$ cat src/rtl/pipeline_ctrl_if.sv
// pipeline_ctrl_if: hazard inputs and stage-control outputs of the pipeline stall/flush controller
interface pipeline_ctrl_if #(parameter int XLEN = 32, parameter int CNT_W = 16);
  logic [4:0]       id_rs1;
  logic [4:0]       id_rs2;
  logic             id_uses_rs1;
  logic             id_uses_rs2;
  logic [4:0]       ex_rd;
  logic             ex_mem_read;
  logic             ex_branch_taken;
  logic [XLEN-1:0]  ex_target;
  logic             imem_ready;
  logic             dmem_stall;
  logic             pc_en;
  logic             pc_sel;
  logic [XLEN-1:0]  redirect_pc;
  logic             if_id_en;
  logic             if_id_flush;
  logic             id_ex_en;
  logic             id_ex_flush;
  logic [CNT_W-1:0] stall_cycles;
  logic [CNT_W-1:0] redirect_count;
  modport master (
    output id_rs1, id_rs2, id_uses_rs1, id_uses_rs2, ex_rd, ex_mem_read,
           ex_branch_taken, ex_target, imem_ready, dmem_stall,
    input  pc_en, pc_sel, redirect_pc, if_id_en, if_id_flush, id_ex_en,
           id_ex_flush, stall_cycles, redirect_count
  );
  modport slave (
    input  id_rs1, id_rs2, id_uses_rs1, id_uses_rs2, ex_rd, ex_mem_read,
           ex_branch_taken, ex_target, imem_ready, dmem_stall,
    output pc_en, pc_sel, redirect_pc, if_id_en, if_id_flush, id_ex_en,
           id_ex_flush, stall_cycles, redirect_count
  );
endinterface

$ cat src/rtl/pipeline_ctrl.sv
// pipeline_ctrl: stall/flush arbitration for the 5-stage pipeline, holding a taken branch until the in-flight fetch completes
module pipeline_ctrl #(
  parameter int XLEN  = 32,
  parameter int CNT_W = 16
) (
  input logic clk,
  input logic reset_n,
  pipeline_ctrl_if.slave ctl_if
);
  typedef enum logic {RUN, PEND_REDIR} state_t;
  state_t state_q, state_d;
  logic [XLEN-1:0] pend_pc_q, pend_pc_d;
  logic [CNT_W-1:0] stall_q, stall_d, redir_q, redir_d;
  logic load_use, redir;
  assign load_use = ctl_if.ex_mem_read && (ctl_if.ex_rd != 5'd0) &&
                    ((ctl_if.id_uses_rs1 && ctl_if.id_rs1 == ctl_if.ex_rd) ||
                     (ctl_if.id_uses_rs2 && ctl_if.id_rs2 == ctl_if.ex_rd));
  always_comb begin
    state_d              = state_q;
    pend_pc_d            = pend_pc_q;
    redir                = 1'b0;
    ctl_if.pc_en         = 1'b1;
    ctl_if.pc_sel        = 1'b0;
    ctl_if.if_id_en      = 1'b1;
    ctl_if.if_id_flush   = 1'b0;
    ctl_if.id_ex_en      = 1'b1;
    ctl_if.id_ex_flush   = 1'b0;
    ctl_if.redirect_pc   = state_q == RUN ? ctl_if.ex_target : pend_pc_q;
    if (!reset_n) begin
      state_d            = RUN;
      pend_pc_d          = '0;
      ctl_if.pc_en       = 1'b0;
      ctl_if.if_id_en    = 1'b0;
      ctl_if.id_ex_en    = 1'b0;
      ctl_if.redirect_pc = '0;
    end else if (ctl_if.dmem_stall) begin
      ctl_if.pc_en       = 1'b0;
      ctl_if.if_id_en    = 1'b0;
      ctl_if.id_ex_en    = 1'b0;
    end else if (state_q == PEND_REDIR || ctl_if.ex_branch_taken) begin
      // the redirect can only be issued once the current fetch has returned
      ctl_if.if_id_flush = 1'b1;
      ctl_if.id_ex_flush = 1'b1;
      ctl_if.pc_en       = ctl_if.imem_ready;
      ctl_if.pc_sel      = ctl_if.imem_ready;
      redir              = ctl_if.imem_ready;
      state_d            = ctl_if.imem_ready ? RUN : PEND_REDIR;
      pend_pc_d          = state_q == RUN ? ctl_if.ex_target : pend_pc_q;
    end else if (load_use) begin
      ctl_if.pc_en       = 1'b0;
      ctl_if.if_id_en    = 1'b0;
      ctl_if.id_ex_flush = 1'b1;
    end else if (!ctl_if.imem_ready) begin
      ctl_if.pc_en       = 1'b0;
      ctl_if.if_id_flush = 1'b1;
    end
    stall_d = stall_q + {{(CNT_W-1){1'b0}}, !ctl_if.pc_en && !(&stall_q)};
    redir_d = redir_q + {{(CNT_W-1){1'b0}}, redir && !(&redir_q)};
  end
  always_ff @(posedge clk or negedge reset_n) begin
    if (!reset_n) begin
      state_q   <= RUN;
      pend_pc_q <= '0;
      stall_q   <= '0;
      redir_q   <= '0;
    end else begin
      state_q   <= state_d;
      pend_pc_q <= pend_pc_d;
      stall_q   <= stall_d;
      redir_q   <= redir_d;
    end
  end
  assign ctl_if.stall_cycles   = stall_q;
  assign ctl_if.redirect_count = redir_q;
endmodule

$ cat src/flat_wrapper.sv
// flat-port wrapper written by rule: the top's interface ports become plain ports
module pipeline_ctrl_flat 
#(
  parameter int XLEN  = 32,
  parameter int CNT_W = 16
)
  (clk, reset_n, ctl_if_id_rs1, ctl_if_id_rs2, ctl_if_id_uses_rs1, ctl_if_id_uses_rs2, ctl_if_ex_rd, ctl_if_ex_mem_read, ctl_if_ex_branch_taken, ctl_if_ex_target, ctl_if_imem_ready, ctl_if_dmem_stall, ctl_if_pc_en, ctl_if_pc_sel, ctl_if_redirect_pc, ctl_if_if_id_en, ctl_if_if_id_flush, ctl_if_id_ex_en, ctl_if_id_ex_flush, ctl_if_stall_cycles, ctl_if_redirect_count);
  pipeline_ctrl_if #(.XLEN(XLEN), .CNT_W(CNT_W)) ctl_if_i ();
  input logic clk;
  input logic reset_n;
  input wire logic [$bits(ctl_if_i.id_rs1)-1:0] ctl_if_id_rs1;
  input wire logic [$bits(ctl_if_i.id_rs2)-1:0] ctl_if_id_rs2;
  input wire logic [$bits(ctl_if_i.id_uses_rs1)-1:0] ctl_if_id_uses_rs1;
  input wire logic [$bits(ctl_if_i.id_uses_rs2)-1:0] ctl_if_id_uses_rs2;
  input wire logic [$bits(ctl_if_i.ex_rd)-1:0] ctl_if_ex_rd;
  input wire logic [$bits(ctl_if_i.ex_mem_read)-1:0] ctl_if_ex_mem_read;
  input wire logic [$bits(ctl_if_i.ex_branch_taken)-1:0] ctl_if_ex_branch_taken;
  input wire logic [$bits(ctl_if_i.ex_target)-1:0] ctl_if_ex_target;
  input wire logic [$bits(ctl_if_i.imem_ready)-1:0] ctl_if_imem_ready;
  input wire logic [$bits(ctl_if_i.dmem_stall)-1:0] ctl_if_dmem_stall;
  output wire logic [$bits(ctl_if_i.pc_en)-1:0] ctl_if_pc_en;
  output wire logic [$bits(ctl_if_i.pc_sel)-1:0] ctl_if_pc_sel;
  output wire logic [$bits(ctl_if_i.redirect_pc)-1:0] ctl_if_redirect_pc;
  output wire logic [$bits(ctl_if_i.if_id_en)-1:0] ctl_if_if_id_en;
  output wire logic [$bits(ctl_if_i.if_id_flush)-1:0] ctl_if_if_id_flush;
  output wire logic [$bits(ctl_if_i.id_ex_en)-1:0] ctl_if_id_ex_en;
  output wire logic [$bits(ctl_if_i.id_ex_flush)-1:0] ctl_if_id_ex_flush;
  output wire logic [$bits(ctl_if_i.stall_cycles)-1:0] ctl_if_stall_cycles;
  output wire logic [$bits(ctl_if_i.redirect_count)-1:0] ctl_if_redirect_count;
  assign ctl_if_i.id_rs1 = ctl_if_id_rs1;
  assign ctl_if_i.id_rs2 = ctl_if_id_rs2;
  assign ctl_if_i.id_uses_rs1 = ctl_if_id_uses_rs1;
  assign ctl_if_i.id_uses_rs2 = ctl_if_id_uses_rs2;
  assign ctl_if_i.ex_rd = ctl_if_ex_rd;
  assign ctl_if_i.ex_mem_read = ctl_if_ex_mem_read;
  assign ctl_if_i.ex_branch_taken = ctl_if_ex_branch_taken;
  assign ctl_if_i.ex_target = ctl_if_ex_target;
  assign ctl_if_i.imem_ready = ctl_if_imem_ready;
  assign ctl_if_i.dmem_stall = ctl_if_dmem_stall;
  assign ctl_if_pc_en = ctl_if_i.pc_en;
  assign ctl_if_pc_sel = ctl_if_i.pc_sel;
  assign ctl_if_redirect_pc = ctl_if_i.redirect_pc;
  assign ctl_if_if_id_en = ctl_if_i.if_id_en;
  assign ctl_if_if_id_flush = ctl_if_i.if_id_flush;
  assign ctl_if_id_ex_en = ctl_if_i.id_ex_en;
  assign ctl_if_id_ex_flush = ctl_if_i.id_ex_flush;
  assign ctl_if_stall_cycles = ctl_if_i.stall_cycles;
  assign ctl_if_redirect_count = ctl_if_i.redirect_count;
  pipeline_ctrl #(.XLEN(XLEN), .CNT_W(CNT_W)) u_core (.clk(clk), .reset_n(reset_n), .ctl_if(ctl_if_i));
endmodule
$ cat config.mk
export PLATFORM = sky130hd
export DESIGN_NAME = pipeline_ctrl_flat
export DESIGN_NICKNAME = d
export VERILOG_FILES = /design/src/rtl/pipeline_ctrl_if.sv /design/src/rtl/pipeline_ctrl.sv /design/src/flat_wrapper.sv
export SDC_FILE = /design/constraint.sdc
export NUM_CORES = 1
export LEC_CHECK = 0
export CAP_MARGIN = 40
export CELL_PAD_IN_SITES_DETAIL_PLACEMENT = 0
export CELL_PAD_IN_SITES_GLOBAL_PLACEMENT = 1
export CORE_ASPECT_RATIO = 0.75
export CORE_MARGIN = 5
export CORE_UTILIZATION = 33
export DETAILED_ROUTE_END_ITERATION = 7
export PLACE_DENSITY_LB_ADDON = 0.05
export SYNTH_ARGS = -nofsm -noshare
export SYNTH_HDL_FRONTEND = slang
export SYNTH_SLANG_ARGS = --single-unit
$ cat constraint.sdc
create_clock -name clk -period 2.85 [get_ports clk]
set_input_delay 0.855 -clock clk [delete_from_list [all_inputs] [get_ports clk]]
set_output_delay 0.855 -clock clk [all_outputs]
set_load 0.01 [all_outputs]
After elaboration in Yosys (flattened, before gate mapping)
Index checks and enable logic that the tools add are counted.
Widths: inputs -> output; s select.
Storage, ports and cells
  register bits: 65
  input bits: 55
  output and inout port bits: 70
  logic and storage cells: 56
Cells by class
  add/subtract/negate cells: 2
  eq/ne operators: 4
  mux-type cells: 31
  reduce and logical (&&, ||, !) cells: 15
Operator list (number)
  $mux 32: 5
  $add 16x1->16: 2
  $reduce_and 16->1: 2
  $mux 1: 26
  $eq 5x5->1: 2
  $logic_and 1x1->1: 6
  $reduce_bool 5->1: 1
  $logic_not 1->1: 3
  $logic_or 1x1->1: 2
  $ne 2x1->1 const B: 1
  $ne 2x2->1 const B: 1
  $reduce_and 2->1: 1

Depth between registers and ports, before layout
Gate-level depths: netlist of the first run.
  depth after elaboration: 11
  mapped depth: 12
  gate-level depth less buffers: 12

Worst setup path before layout of the first run
No wires, ideal clock.
  kind: input to output
  start point: in ctl_if_ex_rd[0]
  end point: out ctl_if_if_id_flush
  data arrival time: 1.985 ns
  required time: 1.995 ns
  setup slack: 0.010 ns
  stages on the path: 5
  path buffers: 0
  path through: or4_1 -> o21ai_2 -> nor3_1 -> and2_4 -> a211oi_2
On the way
  cells in the longest elaborated chain, start to end: 8
  elaborated cells between the ends (all ways): 12
  classes of those cells: eq/ne: 2; mux: 4; reduce/logical: 6
RTL lines
  start: declaration: RTL line flat_wrapper.sv:15  | input wire logic [$bits(ctl_if_i.ex_rd)-1:0] ctl_if_ex_rd;
  $eq 5x5->1, on equally long branches: RTL line pipeline_ctrl.sv:16, pipeline_ctrl.sv:17
  $logic_and 1x1->1, on equally long branches: RTL line pipeline_ctrl.sv:16, pipeline_ctrl.sv:17
  $logic_or 1x1->1: RTL line pipeline_ctrl.sv:16  | ((ctl_if.id_uses_rs1 && ctl_if.id_rs1 == ctl_if.ex_rd) ||
  $logic_and 1x1->1 (*): RTL line pipeline_ctrl.sv:15  | assign load_use = ctl_if.ex_mem_read && (ctl_if.ex_rd != 5'd0) &&
  $mux 1 (*): RTL line pipeline_ctrl.sv:49  | end else if (load_use) begin
  $mux 1 (*): RTL line pipeline_ctrl.sv:40  | end else if (state_q == PEND_REDIR || ctl_if.ex_branch_taken) begin
  $mux 1 (*): RTL line pipeline_ctrl.sv:36  | end else if (ctl_if.dmem_stall) begin
  $mux 1 (*): RTL line pipeline_ctrl.sv:29  | if (!reset_n) begin
  end: declaration: RTL line flat_wrapper.sv:25  | output wire logic [$bits(ctl_if_i.if_id_flush)-1:0] ctl_if_if_id_flush;
Every way passes the cells marked *; elsewhere a longest branch is shown, timed or not.

Worst setup path after layout of the first run
  start point: in ctl_if_ex_rd[0]
  end point: out ctl_if_pc_en
On the way
  cells in the longest elaborated chain, start to end: 8
  elaborated cells between the ends (all ways): 12
  classes of those cells: eq/ne: 2; mux: 4; reduce/logical: 6
RTL lines
  $eq 5x5->1, on equally long branches: RTL line pipeline_ctrl.sv:16, pipeline_ctrl.sv:17
  $logic_and 1x1->1, on equally long branches: RTL line pipeline_ctrl.sv:16, pipeline_ctrl.sv:17
  $logic_or 1x1->1: RTL line pipeline_ctrl.sv:16
  $logic_and 1x1->1 (*): RTL line pipeline_ctrl.sv:15
  $mux 1 (*): RTL line pipeline_ctrl.sv:49
  $mux 1 (*): RTL line pipeline_ctrl.sv:40
  $mux 1 (*): RTL line pipeline_ctrl.sv:36
  $mux 1 (*): RTL line pipeline_ctrl.sv:29
  end: declaration: RTL line flat_wrapper.sv:21  | output wire logic [$bits(ctl_if_i.pc_en)-1:0] ctl_if_pc_en;
Marks and branches as above.

==> metrics.md, run 1 <==
| Metric | Value |
|---|---|
| Antenna diodes | 0 |
| Fmax | 325 MHz |
| Port Buf Inserts | 124 |
| Worst-path clk slew | about 0.050 ns |
| Final core utilization | 0.563 |
| Cts hold-fix bufs | 0 |
| Root Driver | clkbuf_16 |
| Worst EP required | approximately 2 ns |
| Starting density of the core | 0.341 |
| DIE HEIGHT | around 97 um |
| Post-place setup slack | -1.04 ns |
| Final Cycle Share | 1.08 |
| Final net count | between 500 and 600 |
| Worst-skew pair later-pin latency | around 0.32 ns |
| Layout cells sized above 1 | 0.211 |
| Worst Skew | roughly 0.004 ns |
| CTS tree | yes |
| Worst Max-Slew Pin Slew | slightly above 0.6 ns |
| Die extent in x | ~130 um |
| Vias in the first global route | between 3,000 and 4,000 |
| Syn avg cell area | around 10 um2 |
| Commonest non-fill, non-tap cell in the layout | clkdlybuf4s50_1 |
| Setup Crit Path Kind | input port to output pin |
| First-pass iteration count of the detailed router | 4 |
| Grt total ovfl | 0 |
| Worst vdd ir | about 0.36 mV |
| Post-Syn Nets | ~390 |
| Final Hold Viols | 0 |
| Post-placement cell area | slightly above 5000 um2 |
| P&R area growth vs syn | 65.1% |
| Outcome | finished, violations left |
| Startpoint Class | input port |
| First-pass GRT wire length | 16,000 um |
| Die area | ~12,000 um2 |
| Core area | about 9800 um2 |
| Crit Path Max Fanout | 2 |
| Drt first-iter violations | approximately 110 |
| Placer congestion estimate | between 0.8 and 0.9 |
| Most frequent cells in the layout | 69 x clkdlybuf4s50_1, 64 x dfrtp_1, 63 x buf_4, 42 x nand3_1, 42 x dlygate4sd2_1 |
| Core Rows | 31 |
| Hpwl dp | between 7000 and 8000 um |
| Post-route setup slack | -0.231 ns |
| DRT Wirelength | a little under 10,000 um |
| Post-synth top area share | 0.488 |
| Seq cells post-synth | 65 |
| Max-Cap Viols | 0 |
| Final Slew Violations | 0 |
| Cell variety after synth | 28 |
| Crit path arrival time | roughly 2.2 ns |
| Post-route ant nets | 0 |
| Vias/cell | roughly 4.8 |
| Final min period | about 3 ns |
| Seq/Total Area, Yosys | 0.488 |
| TritonCTS Sinks | 65 |
| Antenna violations before repair | 0 |
| Power Density | 544 nW/um2 |
| Largest net degree at the start of global routing | 52 |
| H-tree depth | 3 |
| Min-Delay Path Class | flop to flop |
| GRT Total Usage | 0.159 |
| Synth area leader | dfrtp_1 |
| Cell count after synthesis | approximately 330 |
| RSZ-0062 raised after global routing | yes |
| CTS Buf Count | 9 |
| IO Count | between 100 and 150 |
| Main area contributors after synthesis | dfrtp_1 49%, mux2i_1 9.6%, xnor2_1 8.1% |
| Static Leak | 2.50 nW |
| Final instance area | ~5500 um2 |
| Failing checks | negative setup slack |
| Setup violations, final | 5 |
| Avg WL per Cell | about 15 um |
| DRC | 0 |
| Clk buf depth | 2 |
| Setup TNS | -0.695 ns |
| Crit path capture type | output pin |
| Vias | between 3,000 and 4,000 |
| Post-Syn Area | ~3300 um2 |
| Slew HR | 0.597 |
| Syn. warnings | 0 |
-- metal layers --
metal  GRT usage  share of wire  vias to the layer above
li1            -              -                     1539
met1       0.218           0.48                     1451
met2       0.237           0.45                       89
met3      0.0545          0.058                       11
met4      0.0478          0.012                        0
met5           0              0                        -
-- logic make-up (layout without fill, tap and decap cells) --
kind of cell / count (synthesis) / in the layout / synth area share
flops: 65 / 65 / 0.488
xor+xnor: 38 / 38 / 0.0999
mux: 32 / 32 / 0.0961
fa+ha+maj: 4 / 4 / 0.0150
simple gates: 123 / 123 / 0.178
buf+inv: 25 / 209 / 0.0297
compound gates: 42 / 42 / 0.0938
-- cells in the mapped netlist (all sizes together) --
cell type	number
nand2b	1
dfrtp	65
nand2	15
nand3	43
or4	1
and3	4
nand4	10
nor3	2
and4	4
buf	6
clkbuf	16
o31ai	32
o22ai	1
mux2i	32
o31a	1
inv	3
a21oi	4
nor4	1
a211oi	2
ha	4
and2	3
xnor2	31
nor2	39
o21ai	2
xor2	7
-- final timing paths --
path	from	to	slack, ns	cells past startpoint
min reg2reg	u_core.ctl_if.redirect_count[9]	u_core.ctl_if.redirect_count[9]	0.49	1
min in group asynchronous	reset_n	u_core.pend_pc_q[26]	0.52	2
max in group asynchronous	reset_n	u_core.state_q	1.31	3
max	ctl_if_ex_rd[0]	ctl_if_pc_en	-0.23	7
max reg2reg	u_core.ctl_if.redirect_count[2]	u_core.ctl_if.redirect_count[14]	0.56	9
min	u_core.ctl_if.redirect_count[9]	u_core.ctl_if.redirect_count[9]	0.49	1
-- report_power, final --
part | leakage (nW) | total, mW | internal [mW] | switching, mW
sequential | 0.874 | 1.16 | 1.03 | 0.130
combinational | 1.48 | 0.752 | 0.437 | 0.315
clock | 0.144 | 1.08 | 0.698 | 0.381
total | 2.50 | 2.99 | 2.17 | 0.825
-- through the flow --
stage	total power [mW]	hold WS, ns	instances
after floorplan	1.43	0.478	329
final	2.99	0.487	645
after CTS	3.00	0.493	641
after global routing	3.15	0.510	645
after global placement	1.92	0.478	624
after detailed placement	1.93	0.483	624
-- final cells by class --
cell class | instances | area [um2]
multi-input cells | 239 | 1710
repair buffers | 190 | 1700
inverters | 3 | 11.3
clock buffers | 13 | 250
well taps | 132 | 165
flip-flops and latches | 65 | 1630
clock inverters | 3 | 40.0
fillers | 924 | 4270
-- worst max-delay path, cell delays in order --
cell and delay, ns:
buf_6 0.09, or4_4 0.56, o21ai_4 0.21, nor3_4 0.06, buf_4 0.15, a21oi_2 0.15, buf_2 0.16
-- flip-flops by register name, summed over array words and instances, names as in the netlist --
name	cells
u_core.pend_pc_q	32
u_core.ctl_if.redirect_count	16
u_core.ctl_if.stall_cycles	16
u_core.state_q	1
-- what timing repair did --
| action | in CTS | in global routing |
|---|---|---|
| endpoints found under the setup margin | 52 | 8 |
| pin swaps | 19 | 10 |
| resized for setup | 82 | 23 |
| setup buffers | 1 | 4 |
(Power assumes the default switching activity.)
==> run 2: changes to the inputs <==
--- a/config.mk
+++ b/config.mk
@@ -16,3 +16,4 @@
 export SYNTH_ARGS = -nofsm -noshare
 export SYNTH_HDL_FRONTEND = slang
 export SYNTH_SLANG_ARGS = --single-unit
+export TNS_END_PERCENT = 30
==> run 2 against run 1 <==
Effect of this change:
- the run still ends with negative setup slack left
- die area is the same
- final cell count shrank 0.47%
- wire length shrank 0.62%
- critical path depth is the same
- setup slack gained 0.0028 ns
- combinational power shrank 3.6%
- sequential power is essentially flat
- critical path type unchanged
- largest power group unchanged
- highest routed layer unchanged
==> metrics.md, run 2 (same netlist as run 1, synthesis figures left out) <==
| Metric | Value |
|---|---|
| Post-placement cell area | slightly above 5000 um2 |
| Hold Crit Depth | 1 |
| Grt total ovfl | 0 |
| Die area | between 10,000 and 15,000 um2 |
| Hold endpoint | u_core.ctl_if.redirect_count[9] |
| Outcome | finished, violations left |
| Post-route ant nets | 0 |
| DIE HEIGHT | 97.0 um |
| Slew HR | 0.600 |
| Core Rows | 31 |
| Reg2reg path depth | 9 |
| Setup Crit Path Kind | input port to output pin |
| Met3 Use GR | 0.0545 |
| Final Cycle Share | 1.08 |
| Cells after DPL | 624 |
| Worst Skew | between 0.004 and 0.005 ns |
| Worst vdd ir | between 0.3 and 0.4 mV |
| # fillers | roughly 930 |
| Vias/cell | between 4 and 5 |
| Post-place setup slack | -1.04 ns |
| Crit path capture type | output pin |
| P&R area growth vs syn | 62.8% |
| Startpoint Class | input port |
| Crit path arrival time | ~2.2 ns |
| RSZ-0062 raised after global routing | yes |
| Top delay family on crit path | simple AND/OR/NAND/NOR gates |
| Setup slack, reg-to-reg | around 0.56 ns |
| Met2 Resource Use GR | 0.237 |
| Starting density of the core | 0.341 |
| Most frequent cells in the layout | 69 x clkdlybuf4s50_1, 64 x dfrtp_1, 62 x buf_4, 43 x nand3_1, 43 x dlygate4sd2_1 |
| Fmax | 325 MHz |
| Largest net degree at the start of global routing | between 50 and 60 |
| CP max stage cell | or4_4 |
| Vias | 3,075 |
| CP cell instances | buf_6, or4_4, o21ai_4, nor3_4, and2_4, a211oi_2, buf_2 |
| GRT busiest layer | met2 |
| Largest Register | u_core.pend_pc_q |
| Worst EP required | ~2.0 ns |
| Post-Layout Cell Count | about 640 |
| Clk buf depth | 2 |
| Avg WL per Cell | between 15 and 20 um |
| CTS Buf Count | 9 |
| CP bufs+invs | 2 |
| Drt first-iter violations | 133 |
| RR Startpoint | u_core.ctl_if.redirect_count[2] |
| Final instance area | between 5000 and 6000 um2 |
| Post-route setup slack | -0.228 ns |
| Largest stage delay on the critical path | 0.55 ns |
| Final core utilization | 0.555 |
| Antenna diodes | 0 |
| Hold_sp | u_core.ctl_if.redirect_count[9] |
| Crit Path Max Fanout | 2 |
| Hpwl dp | slightly above 7000 um |
| Worst-skew pair later-pin latency | between 0.3 and 0.4 ns |
| Setup violations, final | 5 |
| IO Count | 125 |
| Root Driver | clkbuf_16 |
| H-tree depth | 3 |
| Final Hold Viols | 0 |
| Antenna violations before repair | 0 |
| Static Leak | ~2.4 nW |
| R2R Path End | u_core.ctl_if.redirect_count[14] |
| First-pass iteration count of the detailed router | 4 |
| Failing checks | negative setup slack |
| Layout cells sized above 1 | 0.192 |
| DRC | 0 |
| GRT Total Usage | 0.159 |
| Worst Max-Slew Pin Slew | between 0.6 and 0.7 ns |
| DRT Wirelength | roughly 9600 um |
| Worst-path clk slew | around 0.05 ns |
| Min-Delay Path Class | flop to flop |
| Placer congestion estimate | 0.878 |
| Commonest non-fill, non-tap cell in the layout | clkdlybuf4s50_1 |
| Final net count | approximately 560 |
| Core area | 9770 um2 |
| Cts hold-fix bufs | 0 |
| Vias in the first global route | ~3,100 |
| Final min period | 3.08 ns |
| Max reg flops | 32 |
| CTS tree | yes |
| Max-Cap Viols | 0 |
| Power Density | between 500 and 600 nW/um2 |
| Port Buf Inserts | 124 |
| Die extent in x | 126 um |
| M1 GR Usage | 0.218 |
| TritonCTS Sinks | 65 |
| Final Slew Violations | 0 |
| First-pass GRT wire length | 16,000 um |
-- run 2: how the worst max path moves through the flow --
stage | start | endpoint | slack, ns | depth (start not counted)
finish | ctl_if_ex_rd[0] | ctl_if_if_id_flush | -0.23 | 7
CTS | ctl_if_ex_rd[4] | ctl_if_if_id_flush | -0.22 | 7
global route | ctl_if_ex_rd[0] | ctl_if_if_id_flush | -0.25 | 7
floorplan | ctl_if_ex_rd[0] | ctl_if_if_id_flush | 0.01 | 5
global placement | ctl_if_ex_rd[3] | ctl_if_if_id_flush | -1.03 | 7
detailed placement | ctl_if_ex_rd[0] | ctl_if_if_id_flush | -1.04 | 7
-- run 2: timing repair --
item	in CTS	in global routing
pin swaps	19	8
resized for setup	82	8
endpoints found under the setup margin	52	8
buffers inserted	1	1
-- run 2: metal layers --
metal | routed length, um | share of wire
met5 | 0 | 0
met4 | 119 | 0.012
met3 | 566 | 0.059
met2 | 4310 | 0.45
met1 | 4650 | 0.48
-- run 2: power breakdown --
| part | switching, mW | total (mW) | leakage, nW | internal (mW) |
|---|---|---|---|---|
| registers | 0.126 | 1.16 | 0.874 | 1.03 |
| clock network | 0.381 | 1.08 | 0.144 | 0.698 |
| logic | 0.304 | 0.725 | 1.43 | 0.421 |
-- run 2: final cells by class --
type / count / area (um2) / area share
clock buffer: 13 / 250 / 0.0461
clock inverter: 3 / 40.0 / 0.00738
inverter: 3 / 11.3 / 0.00208
multi-input combinational: 239 / 1660 / 0.305
sequential: 65 / 1630 / 0.300
tap: 132 / 165 / 0.0304
timing repair buffer: 187 / 1670 / 0.309
-- run 2: stage by stage --
step / TNS [ns] / power (mW) / hold slack (ns)
2_1_floorplan: 0 / 1.43 / 0.478
3_3_place_gp: -13.31 / 1.92 / 0.478
3_5_place_dp: -14.01 / 1.93 / 0.483
4_1_cts: -0.535 / 3.00 / 0.493
5_1_grt: -1.10 / 3.12 / 0.510
6_report: -0.684 / 2.96 / 0.487
